$ cat config.mk
export PLATFORM = sky130hd
export DESIGN_NAME = hdlc_tx_frame_ctrl_flat
export DESIGN_NICKNAME = d
export VERILOG_FILES = /design/src/rtl/hdlc_tx_if.sv /design/src/rtl/hdlc_tx_frame_ctrl.sv /design/src/flat_wrapper.sv
export SDC_FILE = /design/constraint.sdc
export NUM_CORES = 1
export LEC_CHECK = 0
export BUFFER_PORTS_ARGS = -buffer_cell sky130_fd_sc_hd__clkbuf_2
export CAP_MARGIN = 20
export CORE_MARGIN = 4
export CORE_UTILIZATION = 40
export CTS_BUF_LIST = sky130_fd_sc_hd__clkbuf_4
export DETAILED_ROUTE_END_ITERATION = 6
export GPL_TIMING_DRIVEN = 1
export SETUP_SLACK_MARGIN = 0.4
export SLEW_MARGIN = 25
export SYNTH_ARGS = -nofsm -noshare
export SYNTH_HDL_FRONTEND = slang
export SYNTH_SLANG_ARGS = --single-unit
$ cat constraint.sdc
create_clock -name Clk -period 4.2 [get_ports Clk]
set_clock_uncertainty 0.15 [all_clocks]
set_input_delay 0.42 -clock Clk [delete_from_list [all_inputs] [get_ports Clk]]
set_output_delay 0.42 -clock Clk [all_outputs]
set_load 0.05 [all_outputs]
$ cat src/rtl/hdlc_tx_if.sv
// Tx buffer / register side of the HDLC transmit sequencer, plus the line and status outputs.
// The master drives requests and buffer read data; the slave is the frame controller.
interface hdlc_tx_if;
  logic       Tx_Enable;
  logic [7:0] Tx_FrameSize;
  logic       Tx_AbortFrame;
  logic [7:0] Tx_Data;
  logic       Tx_RdBuff;
  logic       Tx;
  logic       Tx_ValidFrame;
  logic       Tx_AbortedTrans;
  logic       Tx_Done;

  modport master (
    output Tx_Enable, Tx_FrameSize, Tx_AbortFrame, Tx_Data,
    input  Tx_RdBuff, Tx, Tx_ValidFrame, Tx_AbortedTrans, Tx_Done
  );

  modport slave (
    input  Tx_Enable, Tx_FrameSize, Tx_AbortFrame, Tx_Data,
    output Tx_RdBuff, Tx, Tx_ValidFrame, Tx_AbortedTrans, Tx_Done
  );
endinterface

$ cat src/rtl/hdlc_tx_frame_ctrl.sv
// HDLC transmit sequencer: opening flag, zero-stuffed LSB-first payload fetched from the
// Tx buffer, closing flag, and the abort pattern. Every output is registered.
module hdlc_tx_frame_ctrl #(
  parameter int unsigned MAX_BYTES = 126
) (
  input logic       Clk,
  input logic       Rst,
  hdlc_tx_if.slave  bus
);

  localparam logic [7:0] FLAG     = 8'h7E;
  localparam logic [7:0] MAX_SIZE = 8'(MAX_BYTES);

  typedef enum logic [2:0] {
    IDLE,
    START_FLAG,
    DATA,
    END_FLAG,
    ABORT_GAP,
    ABORT_FLAG
  } state_e;

  state_e     state_q, state_d;
  logic [7:0] size_q, size_d;
  logic [7:0] byte_cnt_q, byte_cnt_d;
  logic [2:0] bit_idx_q, bit_idx_d;
  logic [2:0] flag_cnt_q, flag_cnt_d;
  logic [2:0] ones_q, ones_d;
  logic [7:0] sr_q, sr_d;
  logic [7:0] hold_q, hold_d;
  logic       data_vld_q;
  logic       tail_q, tail_d;
  logic       tx_q, tx_d;
  logic       valid_q, valid_d;
  logic       abt_q, abt_d;
  logic       rd_q, rd_d;
  logic       done_q, done_d;

  logic       size_ok;
  logic       abort_req;
  logic [7:0] load_byte;
  logic [7:0] cur_byte;
  logic [7:0] cur_cnt;
  logic       is_last;
  logic [2:0] ones_inc;

  assign size_ok   = (bus.Tx_FrameSize != 8'd0) && (bus.Tx_FrameSize <= MAX_SIZE);
  assign abort_req = valid_q && bus.Tx_AbortFrame;

  // Buffer data is only valid the cycle after a pop; the hold register covers a load
  // that a stuff bit pushed one or two cycles later.
  assign load_byte = data_vld_q ? bus.Tx_Data : hold_q;
  assign cur_byte  = (bit_idx_q == 3'd0) ? load_byte : sr_q;
  assign cur_cnt   = (bit_idx_q == 3'd0) ? byte_cnt_q + 8'd1 : byte_cnt_q;
  assign is_last   = (cur_cnt == size_q);
  assign ones_inc  = cur_byte[0] ? ones_q + 3'd1 : 3'd0;

  always_comb begin
    // NOTE: every next-state signal takes its hold value first, so no branch can infer a latch.
    state_d    = state_q;
    size_d     = size_q;
    byte_cnt_d = byte_cnt_q;
    bit_idx_d  = bit_idx_q;
    flag_cnt_d = flag_cnt_q;
    ones_d     = ones_q;
    sr_d       = sr_q;
    tail_d     = tail_q;
    hold_d     = data_vld_q ? bus.Tx_Data : hold_q;
    tx_d       = 1'b1;
    valid_d    = valid_q;
    abt_d      = abt_q;
    rd_d       = 1'b0;
    done_d     = 1'b0;

    // Only START_FLAG and DATA run with valid_q set, so this covers exactly those states.
    if (abort_req) begin
      state_d = ABORT_GAP;
      valid_d = 1'b0;
      abt_d   = 1'b1;
    end else begin
      case (state_q)
        IDLE: begin
          if (bus.Tx_Enable && size_ok) begin
            state_d    = START_FLAG;
            size_d     = bus.Tx_FrameSize;
            abt_d      = 1'b0;
            valid_d    = 1'b1;
            flag_cnt_d = 3'd0;
          end
        end

        START_FLAG: begin
          tx_d       = FLAG[flag_cnt_q];
          flag_cnt_d = flag_cnt_q + 3'd1;
          rd_d       = (flag_cnt_q == 3'd6);
          if (flag_cnt_q == 3'd7) begin
            state_d    = DATA;
            ones_d     = 3'd0;
            bit_idx_d  = 3'd0;
            byte_cnt_d = 8'd0;
          end
        end

        DATA: begin
          if (ones_q == 3'd5) begin
            // Stuffed zero: shift register stalls; a trailing stuff bit closes the payload.
            tx_d   = 1'b0;
            ones_d = 3'd0;
            if ((bit_idx_q == 3'd0) && (byte_cnt_q == size_q)) begin
              state_d    = END_FLAG;
              valid_d    = 1'b0;
              flag_cnt_d = 3'd0;
            end
          end else begin
            tx_d       = cur_byte[0];
            sr_d       = {1'b0, cur_byte[7:1]};
            bit_idx_d  = bit_idx_q + 3'd1;
            byte_cnt_d = cur_cnt;
            ones_d     = ones_inc;
            rd_d       = (bit_idx_q == 3'd6) && !is_last;
            if ((bit_idx_q == 3'd7) && is_last && (ones_inc != 3'd5)) begin
              state_d    = END_FLAG;
              valid_d    = 1'b0;
              flag_cnt_d = 3'd0;
            end
          end
        end

        END_FLAG: begin
          if (tail_q) begin
            tail_d  = 1'b0;
            done_d  = 1'b1;
            state_d = IDLE;
          end else begin
            tx_d       = FLAG[flag_cnt_q];
            flag_cnt_d = flag_cnt_q + 3'd1;
            tail_d     = (flag_cnt_q == 3'd7);
          end
        end

        ABORT_GAP: begin
          tx_d       = 1'b0;
          state_d    = ABORT_FLAG;
          flag_cnt_d = 3'd0;
        end

        ABORT_FLAG: begin
          flag_cnt_d = flag_cnt_q + 3'd1;
          if (flag_cnt_q == 3'd7) begin
            state_d = IDLE;
          end
        end

        default: state_d = IDLE;
      endcase
    end
  end

  // NOTE: state uses non-blocking assignments so every register samples pre-edge values.
  always_ff @(posedge Clk or negedge Rst) begin
    if (!Rst) begin
      state_q    <= IDLE;
      size_q     <= 8'd0;
      byte_cnt_q <= 8'd0;
      bit_idx_q  <= 3'd0;
      flag_cnt_q <= 3'd0;
      ones_q     <= 3'd0;
      sr_q       <= 8'd0;
      hold_q     <= 8'd0;
      data_vld_q <= 1'b0;
      tail_q     <= 1'b0;
      tx_q       <= 1'b1;
      valid_q    <= 1'b0;
      abt_q      <= 1'b0;
      rd_q       <= 1'b0;
      done_q     <= 1'b0;
    end else begin
      state_q    <= state_d;
      size_q     <= size_d;
      byte_cnt_q <= byte_cnt_d;
      bit_idx_q  <= bit_idx_d;
      flag_cnt_q <= flag_cnt_d;
      ones_q     <= ones_d;
      sr_q       <= sr_d;
      hold_q     <= hold_d;
      data_vld_q <= rd_q;
      tail_q     <= tail_d;
      tx_q       <= tx_d;
      valid_q    <= valid_d;
      abt_q      <= abt_d;
      rd_q       <= rd_d;
      done_q     <= done_d;
    end
  end

  assign bus.Tx              = tx_q;
  assign bus.Tx_ValidFrame   = valid_q;
  assign bus.Tx_AbortedTrans = abt_q;
  assign bus.Tx_RdBuff       = rd_q;
  assign bus.Tx_Done         = done_q;

endmodule

$ cat src/flat_wrapper.sv
// flat-port wrapper written by rule: the top's interface ports become plain ports
module hdlc_tx_frame_ctrl_flat 
#(
  parameter int unsigned MAX_BYTES = 126
)
  (Clk, Rst, bus_Tx_Enable, bus_Tx_FrameSize, bus_Tx_AbortFrame, bus_Tx_Data, bus_Tx_RdBuff, bus_Tx, bus_Tx_ValidFrame, bus_Tx_AbortedTrans, bus_Tx_Done);
  hdlc_tx_if bus_i ();
  input logic Clk;
  input logic Rst;
  input wire logic [$bits(bus_i.Tx_Enable)-1:0] bus_Tx_Enable;
  input wire logic [$bits(bus_i.Tx_FrameSize)-1:0] bus_Tx_FrameSize;
  input wire logic [$bits(bus_i.Tx_AbortFrame)-1:0] bus_Tx_AbortFrame;
  input wire logic [$bits(bus_i.Tx_Data)-1:0] bus_Tx_Data;
  output wire logic [$bits(bus_i.Tx_RdBuff)-1:0] bus_Tx_RdBuff;
  output wire logic [$bits(bus_i.Tx)-1:0] bus_Tx;
  output wire logic [$bits(bus_i.Tx_ValidFrame)-1:0] bus_Tx_ValidFrame;
  output wire logic [$bits(bus_i.Tx_AbortedTrans)-1:0] bus_Tx_AbortedTrans;
  output wire logic [$bits(bus_i.Tx_Done)-1:0] bus_Tx_Done;
  assign bus_i.Tx_Enable = bus_Tx_Enable;
  assign bus_i.Tx_FrameSize = bus_Tx_FrameSize;
  assign bus_i.Tx_AbortFrame = bus_Tx_AbortFrame;
  assign bus_i.Tx_Data = bus_Tx_Data;
  assign bus_Tx_RdBuff = bus_i.Tx_RdBuff;
  assign bus_Tx = bus_i.Tx;
  assign bus_Tx_ValidFrame = bus_i.Tx_ValidFrame;
  assign bus_Tx_AbortedTrans = bus_i.Tx_AbortedTrans;
  assign bus_Tx_Done = bus_i.Tx_Done;
  hdlc_tx_frame_ctrl #(.MAX_BYTES(MAX_BYTES)) u_core (.Clk(Clk), .Rst(Rst), .bus(bus_i));
endmodule
==> results of run 1 <==
## layout make-up
class | count | area share (%)
well taps | 80 | 3.292
flip-flops and latches | 50 | 41.19
repair buffers | 26 | 4.527
inverters | 9 | 1.111
clock inverters | 2 | 1.276
multi-input cells | 200 | 47.12
clock buffers | 6 | 1.481
## metal layers
layer / up-vias / routed length, um / global-route usage [%]
li1: 1023 / - / -
met1: 968 / 2735 / 20.33
met2: 46 / 2324 / 21.15
met3: 2 / 229 / 2.817
met4: 0 / 29 / 4.523
met5: - / 0 / 0
## state kept, by name (all words and copies together) (netlist names), 3 cells and up
register           count
u_core.hold_q          8
u_core.bit_idx_q       3
u_core.byte_cnt_q      8
u_core.size_q          8
u_core.flag_cnt_q      3
u_core.ones_q          3
u_core.state_q         3
u_core.sr_q            7
## power by group
part           switching [mW]  total [mW]  internal (mW)
registers               0.159       0.818          0.659
logic                   0.426       0.802          0.376
clock network           0.162       0.296          0.133
total                   0.748        1.92           1.17
## metrics by stage
| stage | cells | area (sq um) | hold slack [ps] | util, % | total power [mW] |
|---|---|---|---|---|---|
| after global placement | 364 | 2947 | 213.1 | 43.61 | 1.617 |
| final | 373 | 3040 | 133.6 | 45.00 | 1.916 |
| after global routing | 373 | 3040 | 108.7 | 45.00 | 2.083 |
| after detailed placement | 364 | 2947 | 235.5 | 43.61 | 1.638 |
| after CTS | 373 | 3040 | 112.8 | 45.00 | 1.935 |
| after floorplan | 271 | 2773 | -25.59 | - | 1.464 |
## timing repair
item                                   in CTS  in global routing
hold buffers                                1                  0
endpoints found under the hold margin      15                  0
gates resized for setup                     0                  0
## cell usage in the layout (no fill, tap or decap), types with 6 or more instances in the layout
cell	instances
sky130_fd_sc_hd__a21oi_1	12
sky130_fd_sc_hd__clkbuf_2	24
sky130_fd_sc_hd__clkbuf_4	6
sky130_fd_sc_hd__dfrtp_1	49
sky130_fd_sc_hd__ha_1	11
sky130_fd_sc_hd__inv_1	9
sky130_fd_sc_hd__mux2_2	16
sky130_fd_sc_hd__mux2i_1	8
sky130_fd_sc_hd__nand2_1	28
sky130_fd_sc_hd__nand3_1	9
sky130_fd_sc_hd__nor2_1	9
sky130_fd_sc_hd__o21ai_0	19
sky130_fd_sc_hd__xnor2_1	12
## worst max-delay path, cell delays in order, from the launching register on
cell,delay [ps]
sky130_fd_sc_hd__dfrtp_1,450
sky130_fd_sc_hd__ha_1,210
sky130_fd_sc_hd__ha_1,200
sky130_fd_sc_hd__and3b_1,160
sky130_fd_sc_hd__o21ai_1,500
sky130_fd_sc_hd__or2_1,640
sky130_fd_sc_hd__nor2_1,130
sky130_fd_sc_hd__mux2_2,290
## cells by family after synthesis
| logic type | synth area share [%] |
|---|---|
| and+or+nand+nor | 17.15 |
| DFF | 45.17 |
| adders and majority gates | 4.964 |
| xor gates and xnor gates | 4.738 |
| muxes | 9.792 |
| AOI/OAI and AO/OA | 15.03 |
| buffers and inverters | 3.159 |
## worst max path at each step
stage | startpoint | to | cells after the start
detailed placement | u_core.flag_cnt_q[1]$_DFFE_PN0P_ | u_core.byte_cnt_q[0]$_DFFE_PN0P_ | 7
finish | u_core.flag_cnt_q[1]$_DFFE_PN0P_ | u_core.byte_cnt_q[0]$_DFFE_PN0P_ | 7
global placement | u_core.flag_cnt_q[1]$_DFFE_PN0P_ | u_core.byte_cnt_q[0]$_DFFE_PN0P_ | 7
global route | u_core.flag_cnt_q[1]$_DFFE_PN0P_ | u_core.byte_cnt_q[0]$_DFFE_PN0P_ | 7
floorplan | u_core.bit_idx_q[0]$_DFFE_PN0P_ | u_core.bus.Tx_ValidFrame$_DFFE_PN0P_ | 9
CTS | u_core.flag_cnt_q[1]$_DFFE_PN0P_ | u_core.byte_cnt_q[0]$_DFFE_PN0P_ | 7
==> results_dict.tcl, run 1 <==
set metrics [dict create \
    run_status "finished, final reports clean" \
    vias_cell 5.466 \
    number_of_cts_inserted_buffers 5 \
    final_hold_viol_count 0 \
    hold_path_end "u_core.hold_q[6]$_DFF_PN0_" \
    clk_pin_slew_ps 160 \
    postSynthCellCount 271 \
    areaGrowthSynthToFinish_pct 9.657 \
    r2r_end "u_core.byte_cnt_q[0]$_DFFE_PN0P_" \
    gpl.final_weighted_congestion 0.7983 \
    ios 25 \
    cts_setup_buffers 0 \
    floorplan.die.width_um 91.26 \
    tns_ps 0 \
    routedWlPerCell_um 14.26 \
    grt_use_total_pct 14.08 \
    grt_overflow 0 \
    number_of_enable_flip_flop_cells_after_synthesis 0 \
    synth.cell_area_sq_mm 0.002773 \
    grt_antenna_before_repair 0 \
    max_cap_viol_count 0 \
    finalCriticalPeriod_ps 2857 \
    worst_ep_arrival_time_ps 2980 \
    final_critical_path_setup_slack_ps 1343 \
    area.sequential_sq_mm 0.001252 \
    placement.io_buffers 24 \
    drt_drc_violations_left 0 \
    maxClockFrequency_ghz 0.3501 \
    grt_pass1_wl_um 9535 \
    timing.reg2reg.setup_slack_ps 1340 \
    count_of_cells_along_the_worst_register_to_register_path 7 \
    report.final.setup_viol 0 \
    multiInputGateArea_sq_mm 0.001433 \
    placement_rows 30 \
    antenna_cells_inserted 0 \
    worstPathRequired_ps 4320 \
    vdd_ir_drop_max_uv 393.0 \
    htree_levels 2 \
    rsz0062_at_grt "no" \
    min-delay-start "bus_Tx_Data[6]" \
    net_count_synth 302 \
    cts_tree "built" \
    critical_path.reg2reg.startpoint "u_core.flag_cnt_q[1]$_DFFE_PN0P_" \
    clock-sinks 50 \
    synth.area.top_cells "sky130_fd_sc_hd__dfrtp_1, sky130_fd_sc_hd__mux2_2, sky130_fd_sc_hd__ha_1, sky130_fd_sc_hd__nand2_1, sky130_fd_sc_hd__xnor2_1" \
    number_of_synthesized_register_bits 50 \
    synth_warnings 0 \
    max_slew_margin_vs_limit_pct 52.93 \
    post-synth-top-area-fraction_pct 44.22 \
    synthMostInstantiatedCell "sky130_fd_sc_hd__dfrtp_1" \
    critical_setup_path_kind "reg2reg" \
    final-max-slew-violation-count 0 \
    synth_sequential_area_ratio_pct 45.17 \
    crit_path_start_kind "flop" \
    vias_in_the_first_global_route 2028 \
    synthTopCellsByCount "sky130_fd_sc_hd__dfrtp_1, sky130_fd_sc_hd__nand2_1, sky130_fd_sc_hd__o21ai_0" \
    critical_path.endpoint_type "flop" \
    finish.net_count 323 \
    worst-path-max-fanout 24 \
    routed_wl_um 5319 \
    post_route_cells_drive_above_1_share_pct 19.45 \
    min_delay_path_depth 2 \
    first_pass_iters 4 \
    place_worst_setup_slack_ps 1349 \
    floorplan.core_area_sq_mm 0.006756 \
    clock_latency_ps 370 \
    floorplan.initialDensity_pct 41.04 \
    design.die.area_sq_mm 0.008327 \
    postRouteAntennaNets 0 \
    die_height_um 91.26 \
    dpl.hpwl_um 3822 \
    synth-async-reset-ratio_pct 100.0 \
    detailroute.via_count 2039 \
    num-fill-cells 669 \
    grt_max_degree 51 \
    clk_path_buf_depth 2 \
    yosys.area.top_type "sky130_fd_sc_hd__dfrtp_1" \
    syn_area_per_cell_sq_um 10.23 \
    synthFlopType "sky130_fd_sc_hd__dfrtp_1" \
    clock-root-buffer "sky130_fd_sc_hd__clkbuf_4" \
    areal_power_density_over_the_cells_mw_per_mm2 630.0 \
    holdCritPathClass "in2reg" \
    leakagePower_nw 1.433 \
    detailedRoute.firstIterationViolations 119 \
    worst_margin_pin_slew_ps 704.6 \
    synthDistinctLibCells 52 \
    fin_crit_sh_pct 68.02 \
]
Power figures use the tool's default switching activity.
==> run 2: changes to the inputs <==
==> constraint.sdc (replaced) <==
create_clock -name Clk -period 2.8 [get_ports Clk]
set_clock_uncertainty 0.15 [all_clocks]
set_input_delay 0.28 -clock Clk [delete_from_list [all_inputs] [get_ports Clk]]
set_output_delay 0.28 -clock Clk [all_outputs]
set_load 0.05 [all_outputs]
==> run 2 against run 1 <==
Sequential share of layout area decreased by 2.5 points. Count of clock-buffer cells in the layout decreased by 1. Combinational power increased by 78%. Routed wire length increased by 8.9%. Cell count increased by 5.4%. Die area unchanged. Core utilization increased by 3.0 points. Clock power increased by 13%. First-iteration DRC count increased by 28%. Via count increased by 6.0%. Global-route usage increased by 0.79 points. Register-to-register slack got worse by 900 ps.
==> results_dict.tcl, run 2 (synthesized netlist as in run 1, its figures left out) <==
set metrics [dict create \
    placement_rows 30 \
    max_cap_viol_count 0 \
    vdd_ir_drop_max_uv 533.6 \
    most-common-layout-cells "sky130_fd_sc_hd__dfrtp_1, sky130_fd_sc_hd__nand2_1, sky130_fd_sc_hd__clkbuf_2" \
    cts_tree "built" \
    critical_setup_path_kind "reg2reg" \
    detailedRoute.firstIterationViolations 152 \
    detailroute.via_count 2161 \
    grt_antenna_before_repair 0 \
    met2_wirelength_um 2634 \
    wirelength_met1_um 2891 \
    critical_path.endpoint_type "flop" \
    rsz0062_at_grt "yes" \
    reg.largest.list "u_core.byte_cnt_q: 8 flops, u_core.hold_q: 8 flops, u_core.size_q: 8 flops" \
    max_slew_margin_vs_limit_pct 65.74 \
    floorplan.initialDensity_pct 41.04 \
    postRouteAntennaNets 0 \
    areal_power_density_over_the_cells_mw_per_mm2 924.5 \
    tns_ps 0 \
    die_height_um 91.26 \
    final-max-slew-violation-count 0 \
    htree_levels 2 \
    floorplan.core_area_sq_mm 0.006756 \
    post_route_cells_drive_above_1_share_pct 24.92 \
    floorplan.die.width_um 91.26 \
    crit_path_start_kind "flop" \
    design.die.area_sq_mm 0.008327 \
    placement.io_buffers 24 \
    clk_pin_slew_ps 160 \
    areaGrowthSynthToFinish_pct 16.97 \
    ios 25 \
    clock_latency_ps 380 \
    met3RoutedLength_um 208 \
    vias_in_the_first_global_route 2126 \
    routedWlPerCell_um 14.74 \
    report.final.setup_viol 0 \
    grt_use_total_pct 14.87 \
    grt_pass1_wl_um 10110 \
    leakagePower_nw 1.507 \
    worst_ep_arrival_time_ps 2470 \
    maxClockFrequency_ghz 0.4246 \
    worstPathRequired_ps 2920 \
    finish.net_count 343 \
    vias_cell 5.499 \
    gpl.final_weighted_congestion 0.7547 \
    first_pass_iters 4 \
    final_hold_viol_count 0 \
    hold_slack_ps 21.81 \
    grt_max_degree 31 \
    clk_path_buf_depth 2 \
    clock-sinks 50 \
    drt_drc_violations_left 0 \
    holdCritPathClass "in2reg" \
    fin_crit_sh_pct 84.12 \
    finalCriticalPeriod_ps 2355 \
    dpl.hpwl_um 4091 \
    uppermost_layer_routed "met4" \
    grt_overflow 0 \
    antenna_cells_inserted 0 \
    routed_wl_um 5794 \
    number_of_cts_inserted_buffers 5 \
    run_status "finished, final reports clean" \
    layout.cells.most_common "sky130_fd_sc_hd__dfrtp_1" \
    clock-root-buffer "sky130_fd_sc_hd__clkbuf_4" \
    worst_margin_pin_slew_ps 514.0 \
    worst-path-max-fanout 7 \
]
-- run 2: changes by cell type in the layout (fill, tap and decap cells not counted), sizes merged --
cell         change
buf             +12
bufinv           -1
clkbuf           -1
clkinv           +2
dlygate4sd3      +8
-- run 2: layout make-up --
| cell class | count | area (sq um) |
|---|---|---|
| fill | 637 | 3513 |
| clock buffer | 5 | 37.54 |
| multi-input combinational | 200 | 1489 |
| inverter | 9 | 33.78 |
| clock inverter | 3 | 21.27 |
| tap | 80 | 100.1 |
| timing repair buffer | 46 | 307.8 |
| sequential | 50 | 1254 |
-- run 2: report_power, final --
| group | internal [mW] | switching (mW) |
|---|---|---|
| Sequential | 0.988 | 0.242 |
| Clock | 0.0987 | 0.237 |
| Combinational | 0.720 | 0.712 |
-- run 2: final timing paths --
kind,start,to,slack [ps],depth (start not counted)
max,u_core.bit_idx_q[0]$_DFFE_PN0P_,u_core.bus.Tx_ValidFrame$_DFFE_PN0P_,440,8
min,bus_Tx_FrameSize[2],u_core.size_q[2]$_DFFE_PN0P_,20,2
max reg2reg,u_core.bit_idx_q[0]$_DFFE_PN0P_,u_core.bus.Tx_ValidFrame$_DFFE_PN0P_,440,8
min reg2reg,u_core.bus.Tx_RdBuff$_DFF_PN0_,u_core.data_vld_q$_DFF_PN0_,270,0
max in group asynchronous,Rst,u_core.size_q[3]$_DFFE_PN0P_,1460,3
min in group asynchronous,Rst,u_core.hold_q[5]$_DFF_PN0_,230,2
-- run 2: what timing repair did --
item	in CTS	in global routing
hold endpoints to repair	26	1
hold buffers	8	1
setup endpoints to repair	8	15
gates cloned	0	0
setup buffers	3	7
pin swaps	1	7
resized for setup	8	6
-- run 2: per-layer routing --
layer,GRT usage (%),up-vias
met5,0,-
met2,23.42,43
li1,-,1059
met1,20.76,1054
met4,4.648,0
met3,2.734,5
-- run 2: critical path, stage by stage, from the launching register on --
cell and delay [ps]:
sky130_fd_sc_hd__dfrtp_1 430, sky130_fd_sc_hd__inv_2 80, sky130_fd_sc_hd__ha_4 160, sky130_fd_sc_hd__and2b_4 240
sky130_fd_sc_hd__nand4_1 190, sky130_fd_sc_hd__xnor2_1 240, sky130_fd_sc_hd__o2111ai_2 150, sky130_fd_sc_hd__o31a_1 340
sky130_fd_sc_hd__o221a_1 260
-- run 2: through the flow --
stage	total power [mW]	utilization (%)	cells	area, sq um	setup WS [ps]
2_1_floorplan	2.197	-	271	2773	455.2
3_3_place_gp	2.435	43.83	366	2962	201.7
3_5_place_dp	2.468	43.83	366	2962	124.9
4_1_cts	2.914	46.69	385	3154	417.8
5_1_grt	3.248	48.00	393	3243	326.9
6_report	2.998	48.00	393	3243	444.7
==> run 3: changes to the inputs <==
==> constraint.sdc (replaced) <==
create_clock -name Clk -period 2.12 [get_ports Clk]
set_clock_uncertainty 0.15 [all_clocks]
set_input_delay 0.212 -clock Clk [delete_from_list [all_inputs] [get_ports Clk]]
set_output_delay 0.212 -clock Clk [all_outputs]
set_load 0.05 [all_outputs]
==> run 3 against run 2 <==
The flow now finishes with violations (setup timing). First-iteration DRC count fell by 34%. Global-route usage increased by 2.4 points. Routed wire length rose by 17%. Via count rose by 12%. Fmax shrank 1.4%. Flip-flop and latch count did not move. Count of clock-buffer cells in the layout is the same. Register-to-register slack worse by 710 ps. Die area unchanged. Sequential power increased by 29%. Critical path type unchanged. Largest power group unchanged.
==> results_dict.tcl, run 3 (synthesized netlist as in run 1, its figures left out) <==
set metrics [dict create \
    worstPathRequired_ps 2240 \
    critical_setup_path_kind "reg2reg" \
    final_core_utilization_pct 61.04 \
    worst_margin_pin_slew_ps 524.2 \
    grt_overflow 0 \
    place_worst_setup_slack_ps -218.7 \
    clock_latency_ps 370 \
    max_cap_viol_count 0 \
    violations "setup timing" \
    final_hold_viol_count 0 \
    gpl.final_weighted_congestion 0.8537 \
    vias_in_the_first_global_route 2408 \
    routedWlPerCell_um 14.89 \
    floorplan.initialDensity_pct 41.04 \
    grt_max_degree 32 \
    finalCriticalPeriod_ps 2390 \
    clock-sinks 50 \
    postRouteAntennaNets 0 \
    finish.net_count 406 \
    htree_levels 2 \
    cts_tree "built" \
    detailedRoute.firstIterationViolations 100 \
    grt_antenna_before_repair 0 \
    post_route_cells_drive_above_1_share_pct 48.94 \
    worst-path-max-fanout 6 \
    worst_ep_arrival_time_ps 2510 \
    number_of_cts_inserted_buffers 5 \
    clock-root-buffer "sky130_fd_sc_hd__clkbuf_4" \
    areaGrowthSynthToFinish_pct 48.74 \
    areal_power_density_over_the_cells_mw_per_mm2 1152 \
    crit_path_start_kind "flop" \
    critical_path.endpoint_type "flop" \
    run_status "complete, but fails checks" \
    design.die.area_sq_mm 0.008327 \
    clk_pin_slew_ps 160 \
    placement.io_buffers 24 \
    most-common-layout-cells "sky130_fd_sc_hd__buf_4, sky130_fd_sc_hd__dfrtp_1, sky130_fd_sc_hd__clkbuf_2" \
    final-max-slew-violation-count 0 \
    floorplan.core_area_sq_mm 0.006756 \
    detailroute.via_count 2420 \
    placed_cells_incl_taps 411 \
    ios 25 \
    first_pass_iters 6 \
    rsz0062_at_grt "yes" \
    dpl.hpwl_um 4662 \
    grt_pass1_wl_um 11630 \
    vdd_ir_drop_max_uv 670.2 \
    floorplan.die.width_um 91.26 \
    die_height_um 91.26 \
    maxClockFrequency_ghz 0.4184 \
    layoutNonFillerInstCount 456 \
    reg.largest.list "u_core.byte_cnt_q: 8 flops, u_core.hold_q: 8 flops, u_core.size_q: 8 flops" \
    final_critical_path_setup_slack_ps -269.9 \
    leakagePower_nw 1.951 \
    layout.cells.most_common "sky130_fd_sc_hd__buf_4" \
    design_area_sq_mm 0.004124 \
    fin_crit_sh_pct 112.7 \
    design_power_total_mw 4.749 \
    grt_use_total_pct 17.24 \
    routed_wl_um 6791 \
    clk_path_buf_depth 2 \
    placement_rows 30 \
    antenna_cells_inserted 0 \
    tns_ps -1927 \
    report.final.setup_viol 9 \
    dpl_cell_area_sq_mm 0.003405 \
    timing.reg2reg.setup_slack_ps -270 \
    hold_slack_ps 32.43 \
    holdCritPathClass "in2reg" \
    vias_cell 5.307 \
    max_slew_margin_vs_limit_pct 65.05 \
    drt_drc_violations_left 0 \
]
run 3: final timing paths:
path,startpoint,end,cells past startpoint
setup / recovery,u_core.bit_idx_q[0]$_DFFE_PN0P_,u_core.bus.Tx_ValidFrame$_DFFE_PN0P_,8
hold / removal,bus_Tx_FrameSize[2],u_core.size_q[2]$_DFFE_PN0P_,3
setup reg to reg,u_core.bit_idx_q[0]$_DFFE_PN0P_,u_core.bus.Tx_ValidFrame$_DFFE_PN0P_,8
hold reg to reg,u_core.bus.Tx_RdBuff$_DFF_PN0_,u_core.data_vld_q$_DFF_PN0_,0
max in group asynchronous,Rst,u_core.bus.Tx$_DFF_PN1_,3
min in group asynchronous,Rst,u_core.byte_cnt_q[6]$_DFFE_PN0P_,2
run 3: layer usage:
metal,GRT usage (%),up-vias,wire length [um]
met4,5.528,0,88
met2,28.51,46,3365
met1,22.60,1172,3094
met5,0,-,0
met3,3.563,6,243
li1,-,1196,-
run 3: power breakdown:
| group | switching, mW | internal (mW) | total [mW] |
|---|---|---|---|
| clock | 0.312 | 0.248 | 0.560 |
| sequential | 0.282 | 1.31 | 1.59 |
| combinational | 1.23 | 1.37 | 2.60 |
run 3: final cells by class:
cell class              count  area, sq um
inverters                   9        33.78
flip-flops and latches     50         1252
repair buffers            108        892.1
well taps                  80        100.1
clock inverters             3        45.04
clock buffers               5        37.54
multi-input cells         201         1763
fillers                   540         2633
run 3: timing repair:
| item | 4_1_cts | 5_1_grt |
|---|---|---|
| hold buffers | 13 | 0 |
| pin swaps | 28 | 13 |
| endpoints found under the hold margin | 31 | 0 |
| setup endpoints to repair | 37 | 37 |
| gates resized for setup | 60 | 25 |
| setup buffers | 17 | 5 |
| gates cloned | 2 | 0 |
run 3: worst max-delay path, stage by stage, from the launching register on:
cell	delay, ps
sky130_fd_sc_hd__dfrtp_1	420
sky130_fd_sc_hd__inv_2	80
sky130_fd_sc_hd__ha_4	160
sky130_fd_sc_hd__and2b_2	240
sky130_fd_sc_hd__nand4_1	170
sky130_fd_sc_hd__xnor2_1	250
sky130_fd_sc_hd__o2111ai_2	160
sky130_fd_sc_hd__o31a_1	400
sky130_fd_sc_hd__o221a_1	260
